`config.mk`:
```
export PLATFORM = sky130hd
export DESIGN_NAME = softmax_argmax_cell_flat
export DESIGN_NICKNAME = d
export VERILOG_FILES = /design/src/rtl/softmax_argmax_pkg.sv /design/src/rtl/softmax_argmax_if.sv /design/src/rtl/softmax_argmax_cell_select.sv /design/src/rtl/softmax_argmax_cell.sv /design/src/flat_wrapper.sv
export SDC_FILE = /design/constraint.sdc
export NUM_CORES = 1
export LEC_CHECK = 0
export ABC_AREA = 1
export BUFFER_PORTS_ARGS = -buffer_cell sky130_fd_sc_hd__buf_2
export CORE_MARGIN = 5
export CORE_UTILIZATION = 40
export DETAILED_ROUTE_END_ITERATION = 6
export MAX_ROUTING_LAYER = met4
export PLACE_DENSITY_LB_ADDON = 0.08
export SYNTH_ARGS = -nofsm -noshare
export SYNTH_HDL_FRONTEND = slang
export SYNTH_SLANG_ARGS = --single-unit
export TNS_END_PERCENT = 5
```
`constraint.sdc`:
```
create_clock -name clk -period 3.31 [get_ports clk]
set_clock_uncertainty 0.15 [all_clocks]
set_input_delay 0.1655 -clock clk [delete_from_list [all_inputs] [get_ports clk]]
set_output_delay 0.1655 -clock clk [all_outputs]
set_load 0.01 [all_outputs]
```
`src/rtl/softmax_argmax_pkg.sv`:
```
// softmax_argmax_pkg: shared round-state type and index-width helper for the arg-max cell
package softmax_argmax_pkg;
  typedef enum logic {ROUND_IDLE, ROUND_OPEN} round_e;
  function automatic int index_width(input int n);
    return (n > 1) ? $clog2(n) : 1;
  endfunction
endpackage

```
`src/rtl/softmax_argmax_if.sv`:
```
// softmax_argmax_if: score stream in, registered {valid, arg-max index} out
interface softmax_argmax_if #(
  parameter int DATA_WIDTH = 32
);
  logic [DATA_WIDTH-1:0] input_index;
  logic [DATA_WIDTH-1:0] input_value;
  logic                  input_enable;
  logic [DATA_WIDTH:0]   output_result;
  modport master (output input_index, output input_value, output input_enable, input output_result);
  modport slave (input input_index, input input_value, input input_enable, output output_result);
endinterface

```
`src/rtl/softmax_argmax_cell_select.sv`:
```
// softmax_argmax_cell_select: next running max/arg; strict compare keeps the lower index on ties
module softmax_argmax_cell_select #(
  parameter int DATA_WIDTH = 32,
  parameter int AW = 1
) (
  input  logic                  start,
  input  logic [DATA_WIDTH-1:0] value,
  input  logic [AW-1:0]         index,
  input  logic [DATA_WIDTH-1:0] max_q,
  input  logic [AW-1:0]         arg_q,
  output logic [DATA_WIDTH-1:0] max_d,
  output logic [AW-1:0]         arg_d
);
  logic take;
  always_comb begin
    take = start || (value > max_q);
    max_d = take ? value : max_q;
    arg_d = start ? '0 : take ? index : arg_q;
  end
endmodule

```
`src/rtl/softmax_argmax_cell.sv`:
```
// softmax_argmax_cell: streaming arg-max over WEIGHT_AMOUNT scores with a one-cycle result pulse
module softmax_argmax_cell
  import softmax_argmax_pkg::*;
#(
  parameter int DATA_WIDTH = 32,
  parameter int WEIGHT_AMOUNT = 2
) (
  input logic             clk,
  input logic             rst,
  softmax_argmax_if.slave bus
);
  localparam int AW = index_width(WEIGHT_AMOUNT);
  localparam logic [DATA_WIDTH-1:0] LAST = DATA_WIDTH'(WEIGHT_AMOUNT - 1);
  round_e state, state_n;
  logic [DATA_WIDTH-1:0] max_q, max_d;
  logic [AW-1:0] arg_q, arg_d;
  logic [DATA_WIDTH:0] result_n;
  logic hit, first, accept, done;
  softmax_argmax_cell_select #(.DATA_WIDTH(DATA_WIDTH), .AW(AW)) u_select (
    .start (first),
    .value (bus.input_value),
    .index (AW'(bus.input_index)),
    .max_q (max_q),
    .arg_q (arg_q),
    .max_d (max_d),
    .arg_d (arg_d)
  );
  // a round only completes if it was opened by index 0 since the last reset/completion
  always_comb begin
    hit = bus.input_enable && (bus.input_index <= LAST);
    first = hit && (bus.input_index == '0);
    accept = first || (hit && state == ROUND_OPEN);
    done = accept && (bus.input_index == LAST);
    state_n = done ? ROUND_IDLE : first ? ROUND_OPEN : state;
    result_n = done ? {1'b1, DATA_WIDTH'(arg_d)} : '0;
  end
  always_ff @(posedge clk or posedge rst) begin
    if (rst) state <= ROUND_IDLE;
    else state <= state_n;
  end
  always_ff @(posedge clk or posedge rst) begin
    if (rst) begin
      max_q <= '0;
      arg_q <= '0;
      bus.output_result <= '0;
    end else begin
      if (accept) begin
        max_q <= max_d;
        arg_q <= arg_d;
      end
      bus.output_result <= result_n;
    end
  end
endmodule

```
`src/flat_wrapper.sv`:
```
// flat-port wrapper written by rule: the top's interface ports become plain ports
module softmax_argmax_cell_flat import softmax_argmax_pkg::*;
#(
  parameter int DATA_WIDTH = 32,
  parameter int WEIGHT_AMOUNT = 2
)
  (clk, rst, bus_input_index, bus_input_value, bus_input_enable, bus_output_result);
  softmax_argmax_if #(.DATA_WIDTH(DATA_WIDTH)) bus_i ();
  input logic clk;
  input logic rst;
  input wire logic [$bits(bus_i.input_index)-1:0] bus_input_index;
  input wire logic [$bits(bus_i.input_value)-1:0] bus_input_value;
  input wire logic [$bits(bus_i.input_enable)-1:0] bus_input_enable;
  output wire logic [$bits(bus_i.output_result)-1:0] bus_output_result;
  assign bus_i.input_index = bus_input_index;
  assign bus_i.input_value = bus_input_value;
  assign bus_i.input_enable = bus_input_enable;
  assign bus_output_result = bus_i.output_result;
  softmax_argmax_cell #(.DATA_WIDTH(DATA_WIDTH), .WEIGHT_AMOUNT(WEIGHT_AMOUNT)) u_core (.clk(clk), .rst(rst), .bus(bus_i));
endmodule
```
==> impl_metrics.xml, run 1 <==
<?xml version="1.0" encoding="UTF-8"?>
<metrics>
  <group name="global_routing">
    <metric name="pin_count_of_the_biggest_net_entering_global_routing" unit="">35</metric>
    <metric name="global_route.overflow_total" unit="">0</metric>
    <metric name="wire_length_of_the_first_global_routing_pass" unit="um">10400</metric>
    <metric name="initial_antenna_violation_count" unit="">0</metric>
    <metric name="grt_util_all_layers" unit="%">15.1</metric>
    <metric name="first_global_vias" unit="">2420</metric>
  </group>
  <group name="layout">
    <metric name="finalNonFillerCells" unit="">567</metric>
    <metric name="area.growth.synth_to_final" unit="%">25.6</metric>
    <metric name="postLayoutCellArea" unit="sq mm">0.00349</metric>
    <metric name="final_layout_size_suffix_gt1_share" unit="%">21.0</metric>
    <metric name="antenna_diode_instance_count" unit="">0</metric>
    <metric name="finalNetCount" unit="">569</metric>
  </group>
  <group name="logic_synthesis">
    <metric name="netlist_top_cells_area" unit="">sky130_fd_sc_hd__dfrtp_1 32%, sky130_fd_sc_hd__ha_1 14%, sky130_fd_sc_hd__nand2_1 14%</metric>
    <metric name="synth-edff-count" unit="">0</metric>
    <metric name="synth_top_area_share" unit="%">32.4</metric>
    <metric name="synth.most_common_cell" unit="">sky130_fd_sc_hd__nand2_1</metric>
    <metric name="commonest_cells_in_the_synthesized_netlist" unit="">104 x sky130_fd_sc_hd__nand2_1, 43 x sky130_fd_sc_hd__inv_1, 37 x sky130_fd_sc_hd__buf_4, 36 x sky130_fd_sc_hd__dfrtp_1, 34 x sky130_fd_sc_hd__nand3_1</metric>
    <metric name="synthesis.area_per_instance" unit="sq um">7.49</metric>
    <metric name="synth_largest_area_cell" unit="">sky130_fd_sc_hd__dfrtp_1</metric>
    <metric name="ys_dominant_reg_cell" unit="">sky130_fd_sc_hd__dfrtp_1</metric>
    <metric name="synth_cell_type_count" unit="">24</metric>
    <metric name="asyncSetResetFlopFracSynth" unit="%">100</metric>
    <metric name="synth-warning-count" unit="">0</metric>
    <metric name="synth_cells" unit="">371</metric>
    <metric name="yosys_reg_bits" unit="">36</metric>
    <metric name="sequential_element_share_of_the_synthesized_area" unit="%">32.4</metric>
    <metric name="mapped_area" unit="sq mm">0.00278</metric>
  </group>
  <group name="timing">
    <metric name="maxSlewHeadroom" unit="%">35.0</metric>
    <metric name="max_clock_freq" unit="MHz">377</metric>
    <metric name="finalSetupViolations" unit="">0</metric>
    <metric name="hold-worst-slack" unit="ps">17.6</metric>
    <metric name="actual_transition_at_the_worst_max_transition_pin" unit="ps">973</metric>
    <metric name="timing.final.crit_period" unit="ps">2660</metric>
    <metric name="report.final.hold_viol_count" unit="">0</metric>
    <metric name="min_period_over_period" unit="%">80.2</metric>
    <metric name="timing_max_transition_violations_final" unit="">0</metric>
    <metric name="setup_tns" unit="ps">0</metric>
    <metric name="rsz_0062_raised_after_global_routing" unit="">false</metric>
  </group>
  <group name="placement">
    <metric name="place.detailed.hpwl" unit="um">4550</metric>
    <metric name="port_buffers" unit="">68</metric>
    <metric name="dpl-instance-area" unit="sq mm">0.00305</metric>
    <metric name="gpl.final_weighted_congestion" unit="">0.736</metric>
    <metric name="place.detailed.instances" unit="">526</metric>
  </group>
  <group name="critical_path">
    <metric name="critical_path.endpoint_type" unit="">register</metric>
    <metric name="path_class" unit="">primary input to register</metric>
    <metric name="worstReg2RegEnd" unit="">u_core.max_q[12]</metric>
    <metric name="worstRegToRegCells" unit="">15</metric>
    <metric name="worst_ep_arrival_time" unit="ps">2680</metric>
    <metric name="timing.critical_path.cells" unit="">dlygate4sd3_1, buf_2, ha_1, nand2_1, nor2_1, nand2_1, nand2_1, nand2_1, nand2_1, nand2_1, nand2_1, nand2_2, nand2_4, nand2_4, nand2_1, nand2_1</metric>
    <metric name="critical_path.startpoint" unit="">bus_input_value[7]</metric>
    <metric name="slowest_delay" unit="ps">530</metric>
    <metric name="start_kind" unit="">primary input</metric>
    <metric name="critPathRequiredTime" unit="ps">3340</metric>
    <metric name="crit-reg2reg-launch" unit="">u_core.max_q[7]</metric>
    <metric name="timing.critical_path.slowest_stage_cell" unit="">sky130_fd_sc_hd__dlygate4sd3_1</metric>
    <metric name="reg2reg_setup_slack" unit="ps">780</metric>
    <metric name="cpMostUsedCell" unit="">sky130_fd_sc_hd__nand2_1</metric>
    <metric name="crit_path_max_fanout" unit="">33</metric>
  </group>
  <group name="clock_tree">
    <metric name="clock_insertion_delay_worst_skew" unit="ps">300</metric>
    <metric name="clk_transition_reported_paths" unit="ps">70</metric>
    <metric name="tritoncts_buffer_count" unit="">5</metric>
    <metric name="clock_tree.buffer_depth" unit="">2</metric>
    <metric name="clock-sinks" unit="">36</metric>
    <metric name="clock_tree.htree_level_count" unit="">2</metric>
    <metric name="cts_tree" unit="">yes</metric>
    <metric name="clock-root-buffer" unit="">sky130_fd_sc_hd__clkbuf_8</metric>
    <metric name="postCtsSetupBuffers" unit="">0</metric>
  </group>
  <group name="route">
    <metric name="detail-route-antenna-nets" unit="">0</metric>
    <metric name="wl" unit="um">6160</metric>
    <metric name="wire_per_inst" unit="um">10.9</metric>
    <metric name="vias" unit="">2443</metric>
    <metric name="post_drt_via_cell_ratio" unit="">4.31</metric>
    <metric name="drt_pre_antenna_iters" unit="">4</metric>
    <metric name="initialDrtViolationCount" unit="">73</metric>
    <metric name="drt_drc_violations_left" unit="">0</metric>
  </group>
  <group name="floorplan">
    <metric name="core_area" unit="sq mm">0.00679</metric>
    <metric name="dieArea" unit="sq mm">0.00871</metric>
    <metric name="fp.dieH" unit="um">93.4</metric>
    <metric name="initial_utilization" unit="%">40.9</metric>
    <metric name="core.rowCount" unit="">30</metric>
    <metric name="ioPinCount" unit="">100</metric>
    <metric name="dieWidth" unit="um">93.4</metric>
  </group>
  <group name="hold_path">
    <metric name="worst_hold_startpoint" unit="">bus_input_enable</metric>
    <metric name="whs_path_depth" unit="">3</metric>
    <metric name="hold_end" unit="">u_core.bus.output_result[32]</metric>
    <metric name="hold_class" unit="">primary input to register</metric>
  </group>
  <group name="run">
    <metric name="cap_violations" unit="">0</metric>
  </group>
  <group name="outcome">
    <metric name="run_status" unit="">completed</metric>
  </group>
  <group name="pwr">
    <metric name="static-leakage-power" unit="nW">1.87</metric>
    <metric name="power_density" unit="mW/mm^2">290</metric>
    <metric name="irDropWorstVdd" unit="uV">157</metric>
  </group>
</metrics>
## stage by stage
| stage | setup slack, ps | total power, mW | util, % |
|---|---|---|---|
| CTS | 626 | 1.03 | 51.4 |
| finish | 654 | 1.01 | 51.4 |
| detailed placement | 751 | 0.596 | 44.9 |
| global route | 395 | 1.07 | 51.4 |
| global placement | 830 | 0.594 | 44.9 |
| floorplan | 1470 | 0.558 | - |
## power by group
part	switching (mW)	internal, mW	leakage [nW]	total (mW)
sequential	0.00000000494	0.439	0.493	0.439
combinational	0.0933	0.0825	1.32	0.176
clock	0.175	0.223	0.0541	0.398
## per-layer routing
metal,vias up,routed length [um],track usage (%)
met1,1082,2840,18.8
li1,1303,-,-
met3,7,287,3.62
met5,-,0,-
met4,0,46,3.30
met2,51,2980,25.0
## registers in the layout, indices dropped and copies added, names as in the netlist
register                  count
u_core.max_q                 32
u_core.bus.output_result      2
u_core.arg_q                  1
u_core.state                  1
## logic make-up (layout without fill, tap and decap cells)
group	after synthesis	after routing	share of synthesized area (%)
other	1	31	0.135
DFF	36	36	32.4
buffers and inverters	85	155	17.3
and+or+nand+nor	197	197	31.8
adders and majority gates	32	32	14.4
AOI/OAI and AO/OA	20	20	3.96
## worst max-delay path: cells and delay by family
family	cells	cell delay (ps)
buffers and inverters	2	660
adder cells (fa/ha/maj)	1	290
AND/OR/NAND/NOR	13	1530
## layout make-up
cell class | instances | area (sq um)
repair buffers | 102 | 678
fillers | 675 | 3300
flip-flops and latches | 36 | 901
multi-input cells | 280 | 1510
inverters | 45 | 169
well taps | 96 | 120
clock inverters | 3 | 42.5
clock buffers | 5 | 68.8
## timing repair
action | in CTS | in global routing
hold buffers | 33 | 0
endpoints found under the hold margin | 54 | 0
setup endpoints to repair | 0 | 0
gates resized for setup | 0 | 0
## cells in the final DEF (no fill, tap or decap), drive strengths merged, types with 4 or more instances in the layout
cell type,count
nand3,35
clkbuf,5
inv,43
a21oi,14
dfrtp,36
buf,69
nand4,4
nand2,119
dlygate4sd3,33
conb,31
ha,32
nor2,33
## worst max-delay path by stage
stage	endpoint	slack [ps]	cells after the start
floorplan	u_core.max_q[11]	1470	16
global placement	u_core.max_q[29]	830	15
detailed placement	u_core.max_q[30]	750	15
finish	u_core.max_q[12]	650	16
global route	u_core.max_q[21]	400	16
CTS	u_core.max_q[12]	630	16
Power figures use the tool's default switching activity.
==> run 2, diff against run 1 <==
- clock period: 3.31 -> 2.23 ns (I/O delays scaled with it)
==> run 2 against run 1 <==
Total power up 44%. Non-clock buffer count unchanged. Critical path depth up 1. Critical endpoint is now u_core.max_q[24]. Die area unchanged. Global-route usage up 0.22 points. Largest cell class unchanged. Combinational power up 77%. Cell count up 0.18%. Worst hold slack better by 48 ps. Setup slack worse by 570 ps. Clock power up 24%. Flip-flop and latch count unchanged. Via count up 4.4%.
==> impl_metrics.xml, run 2 (synthesis gave the netlist of run 1 again) <==
<?xml version="1.0" encoding="UTF-8"?>
<metrics>
  <group name="clock_tree">
    <metric name="cts_tree" unit="">yes</metric>
    <metric name="clock-sinks" unit="">36</metric>
    <metric name="clock_tree.buffer_depth" unit="">2</metric>
    <metric name="clk_transition_reported_paths" unit="ps">80</metric>
    <metric name="clock_tree.htree_level_count" unit="">2</metric>
    <metric name="tritoncts_buffer_count" unit="">5</metric>
    <metric name="clock-root-buffer" unit="">sky130_fd_sc_hd__clkbuf_8</metric>
    <metric name="clock_insertion_delay_worst_skew" unit="ps">290</metric>
  </group>
  <group name="critical_path">
    <metric name="critical_path.startpoint" unit="">bus_input_value[12]</metric>
    <metric name="worstRegToRegCells" unit="">16</metric>
    <metric name="slowest_delay" unit="ps">540</metric>
    <metric name="crit_path_max_fanout" unit="">7</metric>
    <metric name="worst_ep_arrival_time" unit="ps">2190</metric>
    <metric name="start_kind" unit="">primary input</metric>
    <metric name="crit_family" unit="">buffers and inverters</metric>
    <metric name="timing.critical_path.cells" unit="">dlygate4sd3_1, buf_2, ha_1, nand2_2, nor2_4, nand2_2, clkinv_1, nand2_1, nand2_1, nand2_1, nand2_1, nand2_2, nand2_4, nand2_8, clkbuf_16, nand2_1, nand2_1</metric>
    <metric name="reg2reg_setup_slack" unit="ps">130</metric>
    <metric name="crit-reg2reg-launch" unit="">u_core.max_q[5]</metric>
    <metric name="critical_path.endpoint_type" unit="">register</metric>
    <metric name="cp.buffers_inverters" unit="">4</metric>
    <metric name="worstSetupEndpoint" unit="">u_core.max_q[24]</metric>
    <metric name="timing.critical_path.slowest_stage_cell" unit="">sky130_fd_sc_hd__dlygate4sd3_1</metric>
    <metric name="cpMostUsedCell" unit="">sky130_fd_sc_hd__nand2_1</metric>
    <metric name="timing.critical_path.depth" unit="">17</metric>
    <metric name="path_class" unit="">primary input to register</metric>
    <metric name="worstReg2RegEnd" unit="">u_core.max_q[24]</metric>
    <metric name="critPathRequiredTime" unit="ps">2270</metric>
  </group>
  <group name="global_routing">
    <metric name="initial_antenna_violation_count" unit="">0</metric>
    <metric name="first_global_vias" unit="">2412</metric>
    <metric name="global_route.overflow_total" unit="">0</metric>
    <metric name="grt_util_all_layers" unit="%">15.3</metric>
    <metric name="pin_count_of_the_biggest_net_entering_global_routing" unit="">37</metric>
    <metric name="wire_length_of_the_first_global_routing_pass" unit="um">10500</metric>
  </group>
  <group name="route">
    <metric name="post_drt_via_cell_ratio" unit="">4.49</metric>
    <metric name="initialDrtViolationCount" unit="">76</metric>
    <metric name="wire_per_inst" unit="um">11.8</metric>
    <metric name="detail-route-antenna-nets" unit="">0</metric>
    <metric name="wl" unit="um">6690</metric>
    <metric name="drt_drc_violations_left" unit="">0</metric>
    <metric name="drt_pre_antenna_iters" unit="">4</metric>
    <metric name="vias" unit="">2551</metric>
  </group>
  <group name="floorplan">
    <metric name="fp.dieH" unit="um">93.4</metric>
    <metric name="dieWidth" unit="um">93.4</metric>
    <metric name="ioPinCount" unit="">100</metric>
    <metric name="initial_utilization" unit="%">40.9</metric>
    <metric name="dieArea" unit="sq mm">0.00871</metric>
    <metric name="core_area" unit="sq mm">0.00679</metric>
    <metric name="core.rowCount" unit="">30</metric>
  </group>
  <group name="placement">
    <metric name="gpl.final_weighted_congestion" unit="">0.746</metric>
    <metric name="place.detailed.hpwl" unit="um">4690</metric>
    <metric name="port_buffers" unit="">68</metric>
    <metric name="place.detailed.instances" unit="">532</metric>
  </group>
  <group name="pwr">
    <metric name="power.sequential.fraction" unit="%">44.8</metric>
    <metric name="static-leakage-power" unit="nW">1.97</metric>
    <metric name="p_comb_share" unit="%">21.4</metric>
    <metric name="netSwitchingFraction" unit="%">27.6</metric>
    <metric name="power.share.clock" unit="%">33.8</metric>
    <metric name="power_density" unit="mW/mm^2">372</metric>
    <metric name="power.switching" unit="uW">402</metric>
    <metric name="cellInternalPower" unit="mW">1.05</metric>
    <metric name="irDropWorstVdd" unit="uV">193</metric>
    <metric name="power.total" unit="mW">1.46</metric>
  </group>
  <group name="layout">
    <metric name="finalNetCount" unit="">570</metric>
    <metric name="top_regs" unit="">u_core.max_q (32), u_core.bus.output_result (2)</metric>
    <metric name="antenna_diode_instance_count" unit="">0</metric>
    <metric name="mostFrequentLayoutCells" unit="">96 x sky130_fd_sc_hd__nand2_1, 54 x sky130_fd_sc_hd__buf_2, 39 x sky130_fd_sc_hd__inv_1</metric>
    <metric name="finalNonFillerCells" unit="">568</metric>
    <metric name="largest_reg_flops" unit="">32</metric>
    <metric name="final_layout_size_suffix_gt1_share" unit="%">29.2</metric>
    <metric name="top_register" unit="">u_core.max_q</metric>
    <metric name="layout.filler_cells" unit="">656</metric>
    <metric name="finalCoreUtilization" unit="%">57.6</metric>
    <metric name="area.growth.synth_to_final" unit="%">40.9</metric>
    <metric name="layout_commonest_cell" unit="">sky130_fd_sc_hd__nand2_1</metric>
  </group>
  <group name="timing">
    <metric name="min_period_over_period" unit="%">96.3</metric>
    <metric name="setup_tns" unit="ps">0</metric>
    <metric name="finalSetupViolations" unit="">0</metric>
    <metric name="timing_max_transition_violations_final" unit="">0</metric>
    <metric name="rsz_0062_raised_after_global_routing" unit="">true</metric>
    <metric name="report.final.hold_viol_count" unit="">0</metric>
    <metric name="timing.final.crit_period" unit="ps">2150</metric>
    <metric name="max_clock_freq" unit="MHz">466</metric>
  </group>
  <group name="hold_path">
    <metric name="hold_class" unit="">primary input to register</metric>
  </group>
  <group name="run">
    <metric name="cap_violations" unit="">0</metric>
  </group>
  <group name="outcome">
    <metric name="run_status" unit="">completed</metric>
  </group>
</metrics>
run 2: worst min-delay path by stage:
stage	from	endpoint	cells after the start
finish	bus_input_value[20]	u_core.max_q[20]	3
global placement	rst	u_core.max_q[4]	3
detailed placement	rst	u_core.max_q[3]	3
CTS	bus_input_index[0]	u_core.state	4
global route	bus_input_value[20]	u_core.max_q[20]	3
floorplan	bus_input_enable	u_core.bus.output_result[32]	2
run 2: power groups by stage:
stage / sequential, mW / clock [mW] / combinational (mW)
floorplan: 0.665 / 0 / 0.163
global placement: 0.665 / 0 / 0.221
detailed placement: 0.665 / 0 / 0.223
CTS: 0.652 / 0.518 / 0.270
global route: 0.652 / 0.536 / 0.352
finish: 0.652 / 0.492 / 0.312
run 2: routing by layer:
| metal | up-vias | part of all wire [%] | track usage [%] |
|---|---|---|---|
| met3 | 5 | 4.5 | 2.98 |
| met2 | 58 | 49 | 24.1 |
| met4 | 0 | 1.1 | 4.40 |
| li1 | 1312 | - | - |
| met5 | - | 0 | - |
| met1 | 1176 | 45 | 20.1 |
run 2: layout make-up:
cell class	instances	area [sq um]	share of cell area [%]
clock buffers	8	90.1	2.30
repair buffers	102	786	20.1
inverters	45	169	4.31
flip-flops and latches	36	901	23.0
well taps	96	120	3.07
multi-input cells	281	1850	47.2
run 2: stage by stage:
stage,cell area (sq um),hold WS [ps],setup slack (ps)
after floorplan,2890,101,393
after global placement,3110,111,140
after detailed placement,3110,118,135
after CTS,3550,69.8,27.4
after global routing,3920,74.9,-31.3
final,3920,66.0,82.2
run 2: worst min-delay path: stages:
cell,delay [ps]
sky130_fd_sc_hd__dlymetal6s4s_1,210
sky130_fd_sc_hd__nand3_1,90
sky130_fd_sc_hd__nand2_1,70
run 2: repair_timing:
action | 4_1_cts | 5_1_grt
resized for setup | 0 | 59
buffers inserted | 0 | 5
hold buffers | 35 | 0
endpoints found under the setup margin | 0 | 32
hold endpoints to repair | 69 | 0
==> run 3, diff against run 2 <==
- BUFFER_PORTS_ARGS: -buffer_cell sky130_fd_sc_hd__buf_2 -> unset
- DONT_BUFFER_PORTS: unset -> 1
==> run 3 against run 2 <==
Critical path depth decreased by 1. Setup slack improved by 110 ps. Total power fell by 12%. Global-route usage is 0.55 points lower. Final area shrank 18%. Combinational power fell by 34%. Register-to-register slack better by 60 ps. Clock power shrank 15%. Largest cell class unchanged. Highest routed layer unchanged.
==> impl_metrics.xml, run 3 (synthesis gave the netlist of run 1 again) <==
<?xml version="1.0" encoding="UTF-8"?>
<metrics>
  <group name="critical_path">
    <metric name="slowest_delay" unit="ps">340</metric>
    <metric name="worstRegToRegCells" unit="">16</metric>
    <metric name="worstReg2RegEnd" unit="">u_core.max_q[12]</metric>
    <metric name="worst_ep_arrival_time" unit="ps">2050</metric>
    <metric name="start_kind" unit="">register</metric>
    <metric name="cpMostUsedCell" unit="">sky130_fd_sc_hd__nand2_1</metric>
    <metric name="critical_path.endpoint_type" unit="">register</metric>
    <metric name="crit_path_max_fanout" unit="">17</metric>
    <metric name="reg2reg_setup_slack" unit="ps">190</metric>
    <metric name="critPathRequiredTime" unit="ps">2240</metric>
    <metric name="crit-reg2reg-launch" unit="">u_core.max_q[15]</metric>
    <metric name="timing.critical_path.cells" unit="">inv_1, ha_1, nand2_1, nor2_1, nand2_1, clkinv_1, nand2_1, nand2_1, nand2_1, nand2_1, nand2_2, nand2_4, nand2_4, buf_12, nand2_1, nand2_1</metric>
    <metric name="timing.critical_path.slowest_stage_cell" unit="">sky130_fd_sc_hd__dfrtp_1</metric>
    <metric name="path_class" unit="">register to register</metric>
  </group>
  <group name="clock_tree">
    <metric name="clock-sinks" unit="">36</metric>
    <metric name="clock_tree.htree_level_count" unit="">2</metric>
    <metric name="clock_insertion_delay_worst_skew" unit="ps">280</metric>
    <metric name="clock-root-buffer" unit="">sky130_fd_sc_hd__clkbuf_8</metric>
    <metric name="clock_tree.buffer_depth" unit="">2</metric>
    <metric name="tritoncts_buffer_count" unit="">5</metric>
    <metric name="clk_transition_reported_paths" unit="ps">70</metric>
    <metric name="cts_tree" unit="">yes</metric>
  </group>
  <group name="route">
    <metric name="vias" unit="">2248</metric>
    <metric name="drt_pre_antenna_iters" unit="">4</metric>
    <metric name="drt_drc_violations_left" unit="">0</metric>
    <metric name="wire_per_inst" unit="um">12.3</metric>
    <metric name="initialDrtViolationCount" unit="">82</metric>
    <metric name="detail-route-antenna-nets" unit="">0</metric>
    <metric name="post_drt_via_cell_ratio" unit="">4.47</metric>
    <metric name="wl" unit="um">6180</metric>
  </group>
  <group name="floorplan">
    <metric name="dieWidth" unit="um">93.4</metric>
    <metric name="ioPinCount" unit="">100</metric>
    <metric name="fp.dieH" unit="um">93.4</metric>
    <metric name="core.rowCount" unit="">30</metric>
    <metric name="dieArea" unit="sq mm">0.00871</metric>
    <metric name="initial_utilization" unit="%">40.9</metric>
    <metric name="core_area" unit="sq mm">0.00679</metric>
  </group>
  <group name="layout">
    <metric name="finalNonFillerCells" unit="">503</metric>
    <metric name="area.growth.synth_to_final" unit="%">15.4</metric>
    <metric name="antenna_diode_instance_count" unit="">0</metric>
    <metric name="top_regs" unit="">u_core.max_q (32), u_core.bus.output_result (2)</metric>
    <metric name="final_layout_size_suffix_gt1_share" unit="%">8.35</metric>
    <metric name="postLayoutCellArea" unit="sq mm">0.00321</metric>
    <metric name="finalNetCount" unit="">508</metric>
    <metric name="layout_commonest_cell" unit="">sky130_fd_sc_hd__nand2_1</metric>
    <metric name="mostFrequentLayoutCells" unit="">104 x sky130_fd_sc_hd__nand2_1, 43 x sky130_fd_sc_hd__inv_1, 36 x sky130_fd_sc_hd__dfrtp_1</metric>
    <metric name="largest_reg_flops" unit="">32</metric>
    <metric name="top_register" unit="">u_core.max_q</metric>
    <metric name="layout.filler_cells" unit="">698</metric>
  </group>
  <group name="hold_path">
    <metric name="hold_end" unit="">u_core.state</metric>
    <metric name="hold_class" unit="">primary input to register</metric>
    <metric name="worst_hold_startpoint" unit="">bus_input_index[3]</metric>
    <metric name="whs_path_depth" unit="">5</metric>
  </group>
  <group name="timing">
    <metric name="max_clock_freq" unit="MHz">491</metric>
    <metric name="rsz_0062_raised_after_global_routing" unit="">false</metric>
    <metric name="timing_max_transition_violations_final" unit="">0</metric>
    <metric name="report.final.hold_viol_count" unit="">0</metric>
    <metric name="finalSetupViolations" unit="">0</metric>
    <metric name="min_period_over_period" unit="%">91.4</metric>
    <metric name="timing.final.crit_period" unit="ps">2040</metric>
    <metric name="setup_tns" unit="ps">0</metric>
  </group>
  <group name="placement">
    <metric name="gpl.final_weighted_congestion" unit="">0.719</metric>
    <metric name="place.detailed.hpwl" unit="um">4390</metric>
    <metric name="port_buffers" unit="">0</metric>
    <metric name="place.detailed.instances" unit="">463</metric>
    <metric name="dpl-instance-area" unit="sq mm">0.00278</metric>
  </group>
  <group name="pwr">
    <metric name="static-leakage-power" unit="nW">1.63</metric>
    <metric name="power.sequential.fraction" unit="%">51.1</metric>
    <metric name="power_density" unit="mW/mm^2">398</metric>
    <metric name="p_comb_share" unit="%">16.1</metric>
    <metric name="cellInternalPower" unit="uW">946</metric>
    <metric name="netSwitchingFraction" unit="%">25.9</metric>
    <metric name="power.share.clock" unit="%">32.8</metric>
    <metric name="irDropWorstVdd" unit="uV">225</metric>
    <metric name="power.switching" unit="uW">330</metric>
  </group>
  <group name="global_routing">
    <metric name="wire_length_of_the_first_global_routing_pass" unit="um">10100</metric>
    <metric name="first_global_vias" unit="">2219</metric>
    <metric name="grt_util_all_layers" unit="%">14.8</metric>
    <metric name="pin_count_of_the_biggest_net_entering_global_routing" unit="">37</metric>
    <metric name="initial_antenna_violation_count" unit="">0</metric>
    <metric name="global_route.overflow_total" unit="">0</metric>
  </group>
  <group name="outcome">
    <metric name="run_status" unit="">completed</metric>
  </group>
  <group name="run">
    <metric name="cap_violations" unit="">0</metric>
  </group>
</metrics>
-- run 3: cell count changes in the layout (fill, tap and decap cells not counted), moves of 3 or more --
cell / change
sky130_fd_sc_hd__dlymetal6s4s_1: -4
sky130_fd_sc_hd__nand2_2: -8
sky130_fd_sc_hd__a21oi_2: -4
sky130_fd_sc_hd__ha_4: -20
sky130_fd_sc_hd__ha_1: +20
sky130_fd_sc_hd__dlygate4sd3_1: +4
sky130_fd_sc_hd__nand2_1: +8
sky130_fd_sc_hd__nor2_4: -3
sky130_fd_sc_hd__buf_4: -4
sky130_fd_sc_hd__buf_2: -54
sky130_fd_sc_hd__nor2_1: +4
sky130_fd_sc_hd__inv_1: +4
sky130_fd_sc_hd__inv_2: -4
sky130_fd_sc_hd__a21oi_1: +4
-- run 3: cell type report --
cell class	count	area, sq um	area share (%)
inverter	45	169	5.27
sequential	36	901	28.1
multi-input combinational	280	1510	47.2
timing repair buffer	41	433	13.5
clock buffer	5	68.8	2.15
tap	96	120	3.75
-- run 3: how the worst max path moves through the flow --
| stage | start | endpoint | slack, ps | cells after the start |
|---|---|---|---|---|
| 2_1_floorplan | u_core.max_q[7] | u_core.max_q[11] | 390 | 16 |
| 3_3_place_gp | u_core.max_q[7] | u_core.max_q[12] | 190 | 16 |
| 3_5_place_dp | u_core.max_q[7] | u_core.max_q[12] | 170 | 16 |
| 4_1_cts | u_core.max_q[7] | u_core.max_q[12] | 160 | 16 |
| 5_1_grt | u_core.max_q[5] | u_core.max_q[12] | 10 | 16 |
| 6_report | u_core.max_q[15] | u_core.max_q[12] | 190 | 16 |
-- run 3: repair_timing --
| item | CTS | global route |
|---|---|---|
| hold buffers | 35 | 0 |
| gates resized for setup | 0 | 1 |
| setup buffers | 0 | 0 |
| setup endpoints to repair | 0 | 1 |
| hold endpoints to repair | 71 | 0 |
-- run 3: metrics by stage --
| stage | util, % | worst slack, ps | hold slack (ps) | total power [mW] |
|---|---|---|---|---|
| after CTS | 47.1 | 162 | 89.3 | 1.30 |
| after floorplan | - | 393 | 101 | 0.829 |
| after detailed placement | 41.0 | 171 | 14.0 | 0.820 |
| final | 47.2 | 192 | 98.3 | 1.28 |
| after global placement | 41.0 | 192 | 10.4 | 0.819 |
| after global routing | 47.2 | 14.3 | 133 | 1.35 |
-- run 3: power groups by stage --
| stage | logic (mW) | registers (mW) | clock network [mW] |
|---|---|---|---|
| 5_1_grt | 0.236 | 0.652 | 0.462 |
| 2_1_floorplan | 0.163 | 0.665 | 0 |
| 6_report | 0.205 | 0.653 | 0.419 |
| 3_5_place_dp | 0.155 | 0.665 | 0 |
| 3_3_place_gp | 0.154 | 0.665 | 0 |
| 4_1_cts | 0.206 | 0.652 | 0.447 |
-- run 3: worst max-delay path, delay by kind of cell, from the launching register on --
kind	cells	cell delay, ps
adders and majority gates	1	280
and+or+nand+nor	12	900
DFF	1	340
buffers and inverters	3	250
-- run 3: layer usage --
layer  vias up  part of all wire, %  wire length (um)  track usage [%]
li1       1176                    -                 -                -
met1      1013                   46              2810             19.1
met5         -                    0                 0                -
met2        57                   48              2970             23.8
met4         0                 0.37                23             2.93
met3         2                  5.9               367             3.30
